===== src/rtl/en_pulse_gen_if.sv =====
// en_pulse_gen_if
// Command/strobe bundle between a controller and en_pulse_gen.
//   start  : level-sampled run command (controller -> generator)
//   stop   : abort a run without done (controller -> generator)
//   period : strobe spacing minus one, captured at start
//   burst  : strobe count, 0 = continuous, captured at start
//   en     : single-cycle enable strobe (generator -> datapath)
//   busy   : high while a run is in progress
//   done   : single-cycle pulse with the final strobe of a finite burst
// Modports: master = controller side, slave = generator side.
`timescale 1ns/1ps

interface en_pulse_gen_if #(
  parameter int DIV_W = 8,
  parameter int CNT_W = 8
);
  logic             start;
  logic             stop;
  logic [DIV_W-1:0] period;
  logic [CNT_W-1:0] burst;
  logic             en;
  logic             busy;
  logic             done;

  modport master (
    output start, stop, period, burst,
    input  en, busy, done
  );

  modport slave (
    input  start, stop, period, burst,
    output en, busy, done
  );
endinterface


===== src/rtl/en_pulse_gen.sv =====
// en_pulse_gen
// Programmable enable-strobe generator. A start command launches a run that
// emits a one-cycle en strobe every period+1 clocks, either for a fixed
// burst (done pulses with the last strobe) or continuously until stop.
// Ports:
//   clk : clock, all state changes on the rising edge
//   rst : synchronous active-high reset
//   bus : en_pulse_gen_if.slave (start, stop, period, burst in; en, busy, done out)
// Optional feature: define EN_PULSE_GEN_RETRIGGER_EN to let start during a
// run recapture period/burst and restart the timing; by default start is
// ignored while running.
`timescale 1ns/1ps

module en_pulse_gen #(
  parameter int DIV_W = 8,
  parameter int CNT_W = 8
) (
  input  logic          clk,
  input  logic          rst,
  en_pulse_gen_if.slave bus
);

  typedef enum logic {
    IDLE = 1'b0,
    RUN  = 1'b1
  } state_t;

  state_t           state_q, state_d;
  logic [DIV_W-1:0] div_q, div_d;
  logic [DIV_W-1:0] per_q, per_d;
  logic [CNT_W-1:0] rem_q, rem_d;
  logic             cont_q, cont_d;
  logic             en_q, en_d;
  logic             busy_q, busy_d;
  logic             done_q, done_d;

  // State and registered outputs.
  always_ff @(posedge clk) begin
    if (rst) begin
      state_q <= IDLE;
      div_q   <= '0;
      per_q   <= '0;
      rem_q   <= '0;
      cont_q  <= 1'b0;
      en_q    <= 1'b0;
      busy_q  <= 1'b0;
      done_q  <= 1'b0;
    end else begin
      state_q <= state_d;
      div_q   <= div_d;
      per_q   <= per_d;
      rem_q   <= rem_d;
      cont_q  <= cont_d;
      en_q    <= en_d;
      busy_q  <= busy_d;
      done_q  <= done_d;
    end
  end

  // Next-state logic. en and done default low so that each is a single-cycle
  // pulse; stop takes precedence over start in both states.
  always_comb begin
    state_d = state_q;
    div_d   = div_q;
    per_d   = per_q;
    rem_d   = rem_q;
    cont_d  = cont_q;
    en_d    = 1'b0;
    busy_d  = busy_q;
    done_d  = 1'b0;

    case (state_q)
      IDLE: begin
        if (bus.start && !bus.stop) begin
          per_d   = bus.period;
          div_d   = bus.period;
          rem_d   = bus.burst;
          cont_d  = (bus.burst == '0);
          busy_d  = 1'b1;
          state_d = RUN;
        end
      end

      RUN: begin
        if (bus.stop) begin
          busy_d  = 1'b0;
          state_d = IDLE;
        end
`ifdef EN_PULSE_GEN_RETRIGGER_EN
        else if (bus.start) begin
          // Restart timing exactly as if launched from IDLE.
          per_d  = bus.period;
          div_d  = bus.period;
          rem_d  = bus.burst;
          cont_d = (bus.burst == '0);
        end
`endif
        else if (div_q != '0) begin
          div_d = div_q - DIV_W'(1);
        end else begin
          // Divider expired: strobe and reload; continuous runs never touch rem_q.
          en_d  = 1'b1;
          div_d = per_q;
          if (!cont_q) begin
            if (rem_q == CNT_W'(1)) begin
              done_d  = 1'b1;
              busy_d  = 1'b0;
              state_d = IDLE;
            end else begin
              rem_d = rem_q - CNT_W'(1);
            end
          end
        end
      end

      default: state_d = IDLE;
    endcase
  end

  assign bus.en   = en_q;
  assign bus.busy = busy_q;
  assign bus.done = done_q;

endmodule

===== src/flat_wrapper.sv =====
// flat-port wrapper written by rule: the top's interface ports become plain ports
module en_pulse_gen_flat 
#(
  parameter int DIV_W = 8,
  parameter int CNT_W = 8
)
  (clk, rst, bus_start, bus_stop, bus_period, bus_burst, bus_en, bus_busy, bus_done);
  en_pulse_gen_if #(.DIV_W(DIV_W), .CNT_W(CNT_W)) bus_i ();
  input  logic clk;
  input  logic rst;
  input wire logic [$bits(bus_i.start)-1:0] bus_start;
  input wire logic [$bits(bus_i.stop)-1:0] bus_stop;
  input wire logic [$bits(bus_i.period)-1:0] bus_period;
  input wire logic [$bits(bus_i.burst)-1:0] bus_burst;
  output wire logic [$bits(bus_i.en)-1:0] bus_en;
  output wire logic [$bits(bus_i.busy)-1:0] bus_busy;
  output wire logic [$bits(bus_i.done)-1:0] bus_done;
  assign bus_i.start = bus_start;
  assign bus_i.stop = bus_stop;
  assign bus_i.period = bus_period;
  assign bus_i.burst = bus_burst;
  assign bus_en = bus_i.en;
  assign bus_busy = bus_i.busy;
  assign bus_done = bus_i.done;
  en_pulse_gen #(.DIV_W(DIV_W), .CNT_W(CNT_W)) u_core (.clk(clk), .rst(rst), .bus(bus_i));
endmodule

===== config.mk =====
export PLATFORM = sky130hd
export DESIGN_NAME = en_pulse_gen_flat
export DESIGN_NICKNAME = d
export VERILOG_FILES = /design/src/rtl/en_pulse_gen_if.sv /design/src/rtl/en_pulse_gen.sv /design/src/flat_wrapper.sv
export SDC_FILE = /design/constraint.sdc
export NUM_CORES = 1
export LEC_CHECK = 0
export BUFFER_PORTS_ARGS = -buffer_cell sky130_fd_sc_hd__buf_2
export CAP_MARGIN = 5
export CORE_UTILIZATION = 55
export CTS_CLUSTER_DIAMETER = 200
export DETAILED_ROUTE_END_ITERATION = 10
export PLACE_DENSITY = 0.77
export SLEW_MARGIN = 20
export SYNTH_ARGS = -nofsm -noshare
export SYNTH_HDL_FRONTEND = slang
export SYNTH_SLANG_ARGS = --single-unit

===== constraint.sdc =====
create_clock -name clk -period 5 [get_ports clk]
set_clock_uncertainty 0.2 [all_clocks]
set_input_delay 0 -clock clk [delete_from_list [all_inputs] [get_ports clk]]
set_output_delay 0 -clock clk [all_outputs]
set_load 0.01 [all_outputs]

Yosys cells after proc, flatten, opt, wreduce, memory -nomap -nowiden
Index checks and enable logic that the tools add are counted.
Cells by class
  add/subtract/negate cells: 2
  equal/unequal tests: 9
  multiplexer cells: 24
  bitwise logic cells: 1
  reduce and logical (&&, ||, !) cells: 10
Operators with widths (count)
  two-way mux 8 bit: 8
  case mux 8 bit (2 select lines): 2
  subtractor 8 x 1 -> 8 bit, second input constant: 2
  two-way mux 1 bit: 12
  inequality test 3 bit, second input constant: 3
  equality test 8 x 1 -> 1 bit, second input constant: 1
  zero test 8 bit: 1
  inequality test 2 bit, second input constant: 4
  nonzero test 8 bit: 1
  AND reduction 5 bit: 1
  OR reduction 5 bit: 1
  case mux 1 bit (2 select lines): 2
  AND reduction 2 bit: 2
  AND reduction 4 bit: 1
  OR reduction 3 bit: 1
  inequality test 2 x 1 -> 1 bit, second input constant: 1
  logical AND 1 bit: 1
  zero test 1 bit: 1
  NOT 1 bit: 1
Storage, ports and cells
  register bits after elaboration: 29
  word-level logic and storage cells: 54

Depth between registers and ports, before layout
Gate-level depths: netlist of the first run.
  depth in word-level cells: 6
  mapped depth: 7

Least setup slack after synthesis of the first run
OpenSTA, ideal clock, no wires.
  kind: flip-flop to flip-flop
  start point: register u_core.div_q[0]
  end point: register u_core.rem_q[5]
  library setup time: 0.133 ns
  data arrival time: 1.940 ns
  required time: 4.667 ns
  slack: 2.727 ns
  cell stages (with the launch flop): 8
  buffers on the path: 1
  clock period less this slack: 2.273 ns
  path through: dfxtp_1 inv_1 ha_1 or4b_4 buf_6 o41a_1 o311ai_1 o31ai_1
Between the ends
  longest elaborated chain between the ends: 3
Ends and longest elaborated chain
  start, declared: line en_pulse_gen.sv:29  | logic [DIV_W-1:0] div_q, div_d;
  start signal, assigned: line en_pulse_gen.sv:50  | div_q <= div_d;
  nonzero test 8 bit: line en_pulse_gen.sv:98  | else if (div_q != '0) begin
  inequality test 2 bit (no line)
  AND reduction 5 bit (no line)
  end signal, assigned: line en_pulse_gen.sv:52  | rem_q <= rem_d;
  end, declared: line en_pulse_gen.sv:31  | logic [CNT_W-1:0] rem_q, rem_d;
Every way passes these cells.
A chain may end at the register's enable or synchronous reset.

Worst setup path after layout of the first run
  start point: register u_core.state_q
  end point: register u_core.rem_q[2]
Between the ends
  longest elaborated chain between the ends: 3
Ends and longest elaborated chain
  start, declared: line en_pulse_gen.sv:28  | state_t state_q, state_d;
  start signal, assigned: line en_pulse_gen.sv:49  | state_q <= state_d;
  NOT 1 bit (no line)
  inequality test 2 x 1 -> 1 bit (no line)
  AND reduction 5 bit (no line)
Parallel ways exist; a longest one is shown, timed or not.

==> reports/qor.csv, run 1 <==
metric,value,unit
synth_compound_area_frac,0.2680,
synth-simple-area-share,0.2422,
p_int,0.3711,mW
hold_path_class,input pin to register,
top_layer,met4,
dieArea,3229,um^2
grtUsageTotal,0.3119,
netlist_top_cells_area,"dfxtp_1, nand2_1, a21oi_1",
status,"finished, violations left",
synth-edff-count,0,
final_antenna_net_count,0,
syn-num-nets,229,
cp.required,5.03,ns
crit_start,u_core.state_q$_SDFF_PP0_,
syn_area_per_cell,8.063,um^2
relSlewSlack,0.4670,
cts_made_buffers,5,
dr.pass1.iters,8,
power.switching,0.1710,mW
worst_skew_pair.late_latency,0.33,ns
clockPowerShare,0.268,
p_per_area,260.6,nW/um^2
grt_overflow_total,0,
synth_top_flop_cell,dfxtp_1,
ys_seq_area_frac,0.3512,
port_buffers,22,
power.leakage,0.8118,nW
async_flop_share,0,
num_io_pins,23,
violations,DRC,
die-height,56.82,um
endpoint_kind,register,
ys_seq_elements,29,
start_kind,register,
wl_met1,1959,um
fmax,0.3343,GHz
initial_utilization,0.5892,
htreeDepth,2,
drive_gt1_frac,0.1400,
worstSetupPathType,register to register,
final_util,0.7417,
synthXorXnorAreaFrac,0.01590,
hold-worst-slack,0.03622,ns
dr_wl_met2,2071,um
netlist.area_leader.share,0.3512,
yosysUniqueCellTypes,44,
place_ws,2.384,ns
antenna_found_initial,0,
yosys.area_share.adder,0.03028,
drv_slew,0,
cts-root-buf,clkbuf_4,
setup_viol,0,
drtIter0Drc,138,
vias_per_cell,6.431,
rsz0062_at_grt,false,
p_seq_frac,0.482,
vias,1807,
yosysWarnings,0,
worstHoldStart,bus_start,
clock_sinks,29,
grt_max_degree,28,
fin_crit_sh,0.5982,
place.gp.congestion,0.9486,
critPathArrivalTime,3.02,ns
reg2regPathDepth,5,
clock_path_buffers,2,
path_clk_slew,0.09,ns
drc,4,
cts_setup_buffers,0,
hold_violations,0,
post_cts_resized,0,
rows,19,
syn_area,1653,um^2
muxShareOfSynthArea,0.02574,
hold-path-cell-count,4,
vdd_drop_max,0.0001688,V
cts_tree,done,
r2r_start,u_core.state_q$_SDFF_PP0_,
crit_fanout,23,
synth_top_family_by_area,compound AO/OA/AOI/OAI gates,
worst_slack,2.009,ns
wl_per_cell,16.47,um
area_delta_synth_final,25.89,%
diodes,0,
grt_pass1_wl,7755,um
core-area,2805,um^2
sw_frac_of_total,0.3154,
fill_cells,218,
die_width,56.82,um
wl_met3,485,um
nets,274,
grt_pass1_vias,1691,
min_period,2.991,ns
comb_power_share,0.250,
dp_hpwl,2960,um
syn_inst,205,
yosysTopAreaCell,dfxtp_1,
routed_wl,4628,um
tns,0,ns
drv_cap,0,
tightestPinTransition,0.7965,ns
## metal layers
| layer | vias to the layer above | track usage |
|---|---|---|
| met1 | 811 | 0.4143 |
| met2 | 119 | 0.4745 |
| met5 | - | 0 |
| met3 | 19 | 0.06912 |
| met4 | 0 | 0.1568 |
| li1 | 858 | - |
## timing repair
| action | in CTS | in global routing |
|---|---|---|
| setup endpoints to repair | 0 | 0 |
| endpoints found under the hold margin | 27 | 0 |
| hold buffers | 30 | 0 |
## state kept, by name (all words and copies together) (netlist names)
| signal | count |
|---|---|
| u_core.div_q | 8 |
| u_core.per_q | 8 |
| u_core.rem_q | 8 |
| u_core.bus.busy | 1 |
| u_core.bus.done | 1 |
| u_core.bus.en | 1 |
| u_core.cont_q | 1 |
| u_core.state_q | 1 |
## Yosys cell counts, types with 6 or more instances
master    count
dfxtp_1      29
a311oi_1      6
o21ai_0       7
nor4_1        6
inv_1         9
a21oi_1      20
o31ai_1       8
nor3_1        6
nand2_1      29
nor2_1       15
clkbuf_1      9
## power by group through the flow
| stage | combinational, mW | sequential (mW) | clock (mW) |
|---|---|---|---|
| finish | 0.136 | 0.261 | 0.145 |
| global route | 0.148 | 0.263 | 0.156 |
| CTS | 0.131 | 0.261 | 0.147 |
| detailed placement | 0.114 | 0.266 | 0 |
| global placement | 0.111 | 0.265 | 0 |
| floorplan | 0.0944 | 0.259 | 0 |
## critical path, cell delays in order (launching register included)
cell and delay (ns):
dfxtp_1 0.82, nand2b_1 0.46, o41a_1 0.54, o21ai_0 0.19, a31oi_1 0.09, dlygate4sd3_1 0.58
## layout make-up
| cell class | count | area (um^2) | area share |
|---|---|---|---|
| multi-input combinational | 153 | 962.2 | 0.4624 |
| clock buffer | 7 | 55.05 | 0.02646 |
| timing repair buffer | 52 | 410.4 | 0.1972 |
| tap | 31 | 38.79 | 0.01864 |
| sequential | 29 | 580.6 | 0.2790 |
| inverter | 9 | 33.78 | 0.01624 |
## placed cells by master, fill, tap and decap left out, drive strengths merged, types with 2 or more instances in the layout
| cell type | synthesis | layout |
|---|---|---|
| a21oi | 20 | 20 |
| a311oi | 6 | 6 |
| a31oi | 3 | 3 |
| and3 | 4 | 4 |
| and4 | 2 | 2 |
| buf | 4 | 22 |
| clkbuf | 9 | 7 |
| dfxtp | 29 | 29 |
| dlygate4sd3 | 0 | 30 |
| ha | 4 | 4 |
| inv | 9 | 9 |
| mux2 | 2 | 2 |
| mux2i | 2 | 2 |
| nand2 | 29 | 29 |
| nand2b | 2 | 2 |
| nand3 | 4 | 4 |
| nor2 | 15 | 15 |
| nor3 | 6 | 6 |
| nor3b | 2 | 2 |
| nor4 | 7 | 7 |
| o211ai | 4 | 4 |
| o21ai | 7 | 7 |
| o311ai | 6 | 6 |
| o31ai | 8 | 8 |
| or3 | 2 | 2 |
| xnor2 | 3 | 3 |
## cell families after synthesis
| group | Yosys count |
|---|---|
| XOR/XNOR | 3 |
| flip-flops | 29 |
| AND/OR/NAND/NOR | 78 |
| multiplexers | 4 |
| buffers and inverters | 23 |
| AO/OA/AOI/OAI | 64 |
| adder cells (fa/ha/maj) | 4 |
## stage by stage
stage          instance area [um^2]  instances  power [mW]
2_1_floorplan                  1653        205      0.3537
3_3_place_gp                   1725        244      0.3763
3_5_place_dp                   1725        244      0.3800
4_1_cts                        2081        281      0.5382
5_1_grt                        2081        281      0.5672
6_report                       2081        281      0.5422
## path summary, 6_finish.rpt
check                                                    end  slack (ns)
worst max-delay path            u_core.rem_q[2]$_SDFFE_PP0P_        2.01
worst min-delay path            u_core.div_q[6]$_SDFFE_PP0P_        0.04
worst min register to register  u_core.rem_q[7]$_SDFFE_PP0P_        0.29
worst max register to register  u_core.rem_q[2]$_SDFFE_PP0P_        2.01
No activity file was read; power rests on OpenSTA's default activity.
==> inputs of run 2 (changes only) <==
==> constraint.sdc (replaced) <==
create_clock -name clk -period 2.9 [get_ports clk]
set_clock_uncertainty 0.2 [all_clocks]
set_input_delay 0 -clock clk [delete_from_list [all_inputs] [get_ports clk]]
set_output_delay 0 -clock clk [all_outputs]
set_load 0.01 [all_outputs]
==> run 2 against run 1 <==
Against the previous run:
- the flow still finishes with violations (DRC)
- final cell count rose by 1.8%
- sequential share of layout area fell by 0.24 points
- count of clock-buffer cells in the layout rose by 1
- via count rose by 1.4%
- global-route usage barely moved
- non-clock buffer count rose by 4
- hold slack improved by 0.26 ns
- critical path depth rose by 2
- critical endpoint unchanged
- die area did not move
- routed wire length rose by 2.1%
==> reports/qor.csv, run 2 (synthesized netlist as in run 1, its figures left out) <==
metric,value,unit
r2r_start,u_core.div_q[0]$_SDFFE_PP0P_,
clockPowerShare,0.250,
vias_per_cell,6.406,
reg2reg_to,u_core.rem_q[2]$_SDFFE_PP0P_,
initial_utilization,0.5892,
final_antenna_net_count,0,
num_io_pins,23,
top_regs,"u_core.div_q (8), u_core.per_q (8), u_core.rem_q (8)",
reg2reg_slack,0.21,ns
power.leakage,0.8266,nW
dp_hpwl,2897,um
busiest_layer,met2,
seqCellArea,581.8,um^2
p_int,0.6261,mW
reg2regPathDepth,7,
area_delta_synth_final,27.25,%
nets,278,
clock_sinks,29,
critPathCapture,u_core.rem_q[2]$_SDFFE_PP0P_,
antenna_found_initial,0,
cts_made_buffers,5,
port_buffers,22,
fmax,0.3711,GHz
critPathArrivalTime,2.71,ns
p_per_area,439.5,nW/um^2
worst_skew_pair.late_latency,0.32,ns
routed_wl,4726,um
die_width,56.82,um
grtUsageTotal,0.3118,
grt_pass1_wl,7652,um
drv_slew,0,
status,"finished, violations left",
path_clk_slew,0.09,ns
rows,19,
place.gp.congestion,0.9793,
grt_use_met1,0.4103,
relSlewSlack,0.5751,
worst_slack,0.2057,ns
tns,0,ns
cp.required,2.92,ns
hold-worst-slack,0.2936,ns
violations,DRC,
rsz0062_at_grt,false,
cts_tree,done,
crit_start,u_core.div_q[0]$_SDFFE_PP0P_,
diodes,0,
crit_fanout,11,
place_ws,0.5003,ns
p_seq_frac,0.489,
min_period,2.694,ns
vdd_drop_max,0.0003620,V
htreeDepth,2,
drive_gt1_frac,0.1569,
globalRouteMet2Util,0.4575,
dieArea,3229,um^2
wl_per_cell,16.52,um
power.switching,0.2982,mW
grt_pass1_vias,1652,
vias,1832,
power,0.9243,mW
met3_usage,0.08986,
endpoint_kind,register,
multiInputGateArea,962.2,um^2
mostFrequentLayoutCells,"nand2_1, dlygate4sd3_1, dfxtp_1",
hold_violations,0,
setup_viol,0,
tightestPinTransition,0.6374,ns
worstSetupPathType,register to register,
drtIter0Drc,89,
grt_overflow_total,0,
fin_crit_sh,0.9291,
core-area,2805,um^2
grt_max_degree,28,
hold_path_class,input pin to register,
sw_frac_of_total,0.3226,
comb_power_share,0.260,
start_kind,register,
drv_cap,0,
die-height,56.82,um
fill_cells,219,
cts-root-buf,clkbuf_4,
clock_path_buffers,2,
dr.pass1.iters,8,
drc,4,
run 2: changes by cell type in the layout (fill, tap and decap cells not counted):
cell / delta
buf_4: +5
clkbuf_1: +2
clkbuf_8: -1
dfxtp_1: -1
dfxtp_2: +1
dlygate4sd3_1: -1
run 2: what timing repair did:
action	in CTS	in global routing
setup endpoints to repair	0	1
buffers inserted	0	1
hold endpoints to repair	29	0
hold buffers	29	0
resized for setup	0	1
run 2: layout make-up:
class / instances / share of cell area
Timing Repair Buffer: 56 / 0.2082
Clock buffer: 8 / 0.02320
Sequential cell: 29 / 0.2766
Tap cell: 31 / 0.01844
Inverter: 9 / 0.01606
Multi-Input combinational cell: 153 / 0.4575
run 2: power by group through the flow:
stage                     logic (mW)  clock network (mW)  registers [mW]
final                          0.241               0.231           0.452
after detailed placement       0.203                   0           0.459
after floorplan                0.163                   0           0.447
after global routing           0.263               0.252           0.455
after global placement         0.196                   0           0.457
after CTS                      0.230               0.235           0.449
run 2: per-stage QoR:
stage	cell area (um^2)	utilization	std cells
floorplan	1653	-	205
global placement	1755	0.6258	248
detailed placement	1755	0.6258	248
CTS	2095	0.7467	285
global route	2103	0.7498	286
finish	2103	0.7498	286
run 2: layer usage:
metal  part of all wire  up-vias
met5                  0        -
met1               0.43      832
met2               0.45      106
li1                   -      871
met3              0.094       23
met4              0.029        0
run 2: worst max-delay path, cell delays in order, from the launching register on:
cell and delay, ns:
dfxtp_1 0.36, inv_1 0.09, ha_1 0.17, or4b_4 0.56, o41a_1 0.37, o21ai_0 0.18
a31oi_1 0.09, dlygate4sd3_1 0.57
run 2: worst min-delay path by stage:
stage,end,cells after the start,from
2_1_floorplan,u_core.per_q[5]$_SDFFE_PP0P_,2,bus_period[5]
3_3_place_gp,u_core.per_q[5]$_SDFFE_PP0P_,3,bus_period[5]
3_5_place_dp,u_core.per_q[0]$_SDFFE_PP0P_,3,bus_period[0]
4_1_cts,u_core.div_q[2]$_SDFFE_PP0P_,4,bus_period[2]
5_1_grt,u_core.div_q[0]$_SDFFE_PP0P_,4,bus_period[0]
6_report,u_core.div_q[1]$_SDFFE_PP0P_,4,bus_period[1]
==> inputs of run 3 (changes only) <==
--- a/config.mk
+++ b/config.mk
@@ -9,8 +9,9 @@
 export CAP_MARGIN = 5
 export CORE_UTILIZATION = 55
 export CTS_CLUSTER_DIAMETER = 200
+export CTS_CLUSTER_SIZE = 16
 export DETAILED_ROUTE_END_ITERATION = 10
-export PLACE_DENSITY = 0.77
+export PLACE_DENSITY_LB_ADDON = 0.12
 export SLEW_MARGIN = 20
 export SYNTH_ARGS = -nofsm -noshare
 export SYNTH_HDL_FRONTEND = slang
==> run 3 against run 2 <==
Against the previous run:
- the run now ends clean
- register-to-register slack hardly changed
- sequential share of layout area decreased by 0.26 points
- hold slack better by 0.0055 ns
- first-iteration DRC count shrank 18%
- routed wire length fell by 4.4%
- global-route usage fell by 0.97 points
- non-clock buffer count rose by 1
- via count decreased by 2.1%
- highest routed layer unchanged
- combinational power hardly changed
- cell area up 0.71%
- die area stayed put
- power rose by 1.6%
==> reports/qor.csv, run 3 (synthesized netlist as in run 1, its figures left out) <==
metric,value,unit
start_kind,register,
multiInputGateArea,962.2,um^2
setup_viol,0,
seqCellArea,580.6,um^2
status,"finished, final reports clean",
antenna_found_initial,0,
rsz0062_at_grt,false,
power.leakage,0.8376,nW
cp.required,2.92,ns
dieArea,3229,um^2
cpPeakStageDelay,0.57,ns
place.gp.congestion,0.8828,
critPathArrivalTime,2.72,ns
fill_cells,222,
cts_tree,done,
path_delay_family,compound AO/OA/AOI/OAI gates,
clock_sinks,29,
power,0.9395,mW
p_per_area,443.5,nW/um^2
grt_overflow_total,0,
tns,0,ns
grt_max_degree,28,
vias_per_cell,6.273,
drv_cap,0,
wl_per_cell,15.80,um
mostFrequentLayoutCells,"dlygate4sd3_1, nand2_1, dfxtp_1",
diodes,0,
final_common_cell,dlygate4sd3_1,
port_buffers,22,
core-area,2805,um^2
cp.buffers_inverters,2,
drc,0,
htreeDepth,2,
vias,1794,
grt_use_met1,0.3458,
drv_slew,0,
fin_crit_sh,0.9332,
min_period,2.706,ns
globalRouteMet2Util,0.5034,
initial_utilization,0.5892,
drtIter0Drc,73,
busiest_layer,met2,
final_util,0.7551,
routed_wl,4519,um
worst_skew_pair.late_latency,0.32,ns
drive_gt1_frac,0.1569,
cts-root-buf,clkbuf_4,
die-height,56.82,um
worstPathCellList,inv_1 > ha_1 > or4b_4 > o41a_1 > o21ai_1 > a31oi_1 > dlygate4sd3_1,
crit_fanout,11,
hold_path_class,register to register,
vdd_drop_max,0.0002841,V
tightestPinTransition,0.7139,ns
rows,19,
final_antenna_net_count,0,
met3_usage,0.07143,
crit_slowest_cell,dlygate4sd3_1,
num_io_pins,23,
fmax,0.3695,GHz
area_delta_synth_final,28.16,%
relSlewSlack,0.5241,
cts_made_buffers,5,
nets,279,
die_width,56.82,um
clock_path_buffers,2,
top_regs,"u_core.div_q (8), u_core.per_q (8), u_core.rem_q (8)",
grt_pass1_vias,1734,
dr.pass1.iters,4,
hold_violations,0,
worstSetupPathType,register to register,
path_clk_slew,0.09,ns
grt_pass1_wl,7486,um
endpoint_kind,register,
grtUsageTotal,0.3021,
dp_hpwl,2902,um
## run 3: repair_timing
action / 4_1_cts / 5_1_grt
buffers inserted: 0 / 1
hold buffers: 30 / 0
resized for setup: 0 / 1
setup endpoints to repair: 0 / 1
endpoints found under the hold margin: 27 / 0
## run 3: stage by stage
stage                     worst slack (ns)  std cells  cell area [um^2]  hold WS, ns
final                               0.1937        286              2118       0.2991
after global routing               0.05278        286              2118       0.3098
after CTS                          0.01439        285              2111       0.2922
after detailed placement            0.4361        248              1755      0.06323
after global placement              0.5673        248              1755      0.05398
after floorplan                     0.6269        205              1653     -0.06404
## run 3: routing by layer
layer / routed length (um) / vias up / share of wire
li1: - / 863 / -
met1: 1906 / 827 / 0.42
met2: 2211 / 85 / 0.49
met3: 248 / 19 / 0.055
met4: 153 / 0 / 0.034
met5: 0 / - / 0
## run 3: worst paths after layout
| check | start | endpoint | slack (ns) | cells past startpoint |
|---|---|---|---|---|
| min | u_core.rem_q[7]$_SDFFE_PP0P_ | u_core.rem_q[7]$_SDFFE_PP0P_ | 0.30 | 2 |
| max reg2reg | u_core.div_q[0]$_SDFFE_PP0P_ | u_core.rem_q[2]$_SDFFE_PP0P_ | 0.19 | 7 |
| max | u_core.div_q[0]$_SDFFE_PP0P_ | u_core.rem_q[2]$_SDFFE_PP0P_ | 0.19 | 7 |
| min reg2reg | u_core.rem_q[7]$_SDFFE_PP0P_ | u_core.rem_q[7]$_SDFFE_PP0P_ | 0.30 | 2 |
## run 3: final cells by class
cell class / instances / area share
clock buffer: 7 / 0.02599
inverter: 9 / 0.01595
multi-input combinational: 153 / 0.4542
sequential: 29 / 0.2741
tap: 31 / 0.01831
timing repair buffer: 57 / 0.2115
## run 3: worst reg2reg max path, stage by stage, from the launching register on
cell and delay [ns]:
dfxtp_1 0.35, inv_1 0.10, ha_1 0.17, or4b_4 0.56, o41a_1 0.39, o21ai_1 0.18, a31oi_1 0.10, dlygate4sd3_1 0.57
## run 3: power breakdown
| part | internal, mW | switching [mW] | total (mW) |
|---|---|---|---|
| logic | 0.109 | 0.133 | 0.242 |
| clock network | 0.114 | 0.136 | 0.251 |
| registers | 0.421 | 0.0253 | 0.447 |
| total | 0.645 | 0.295 | 0.939 |
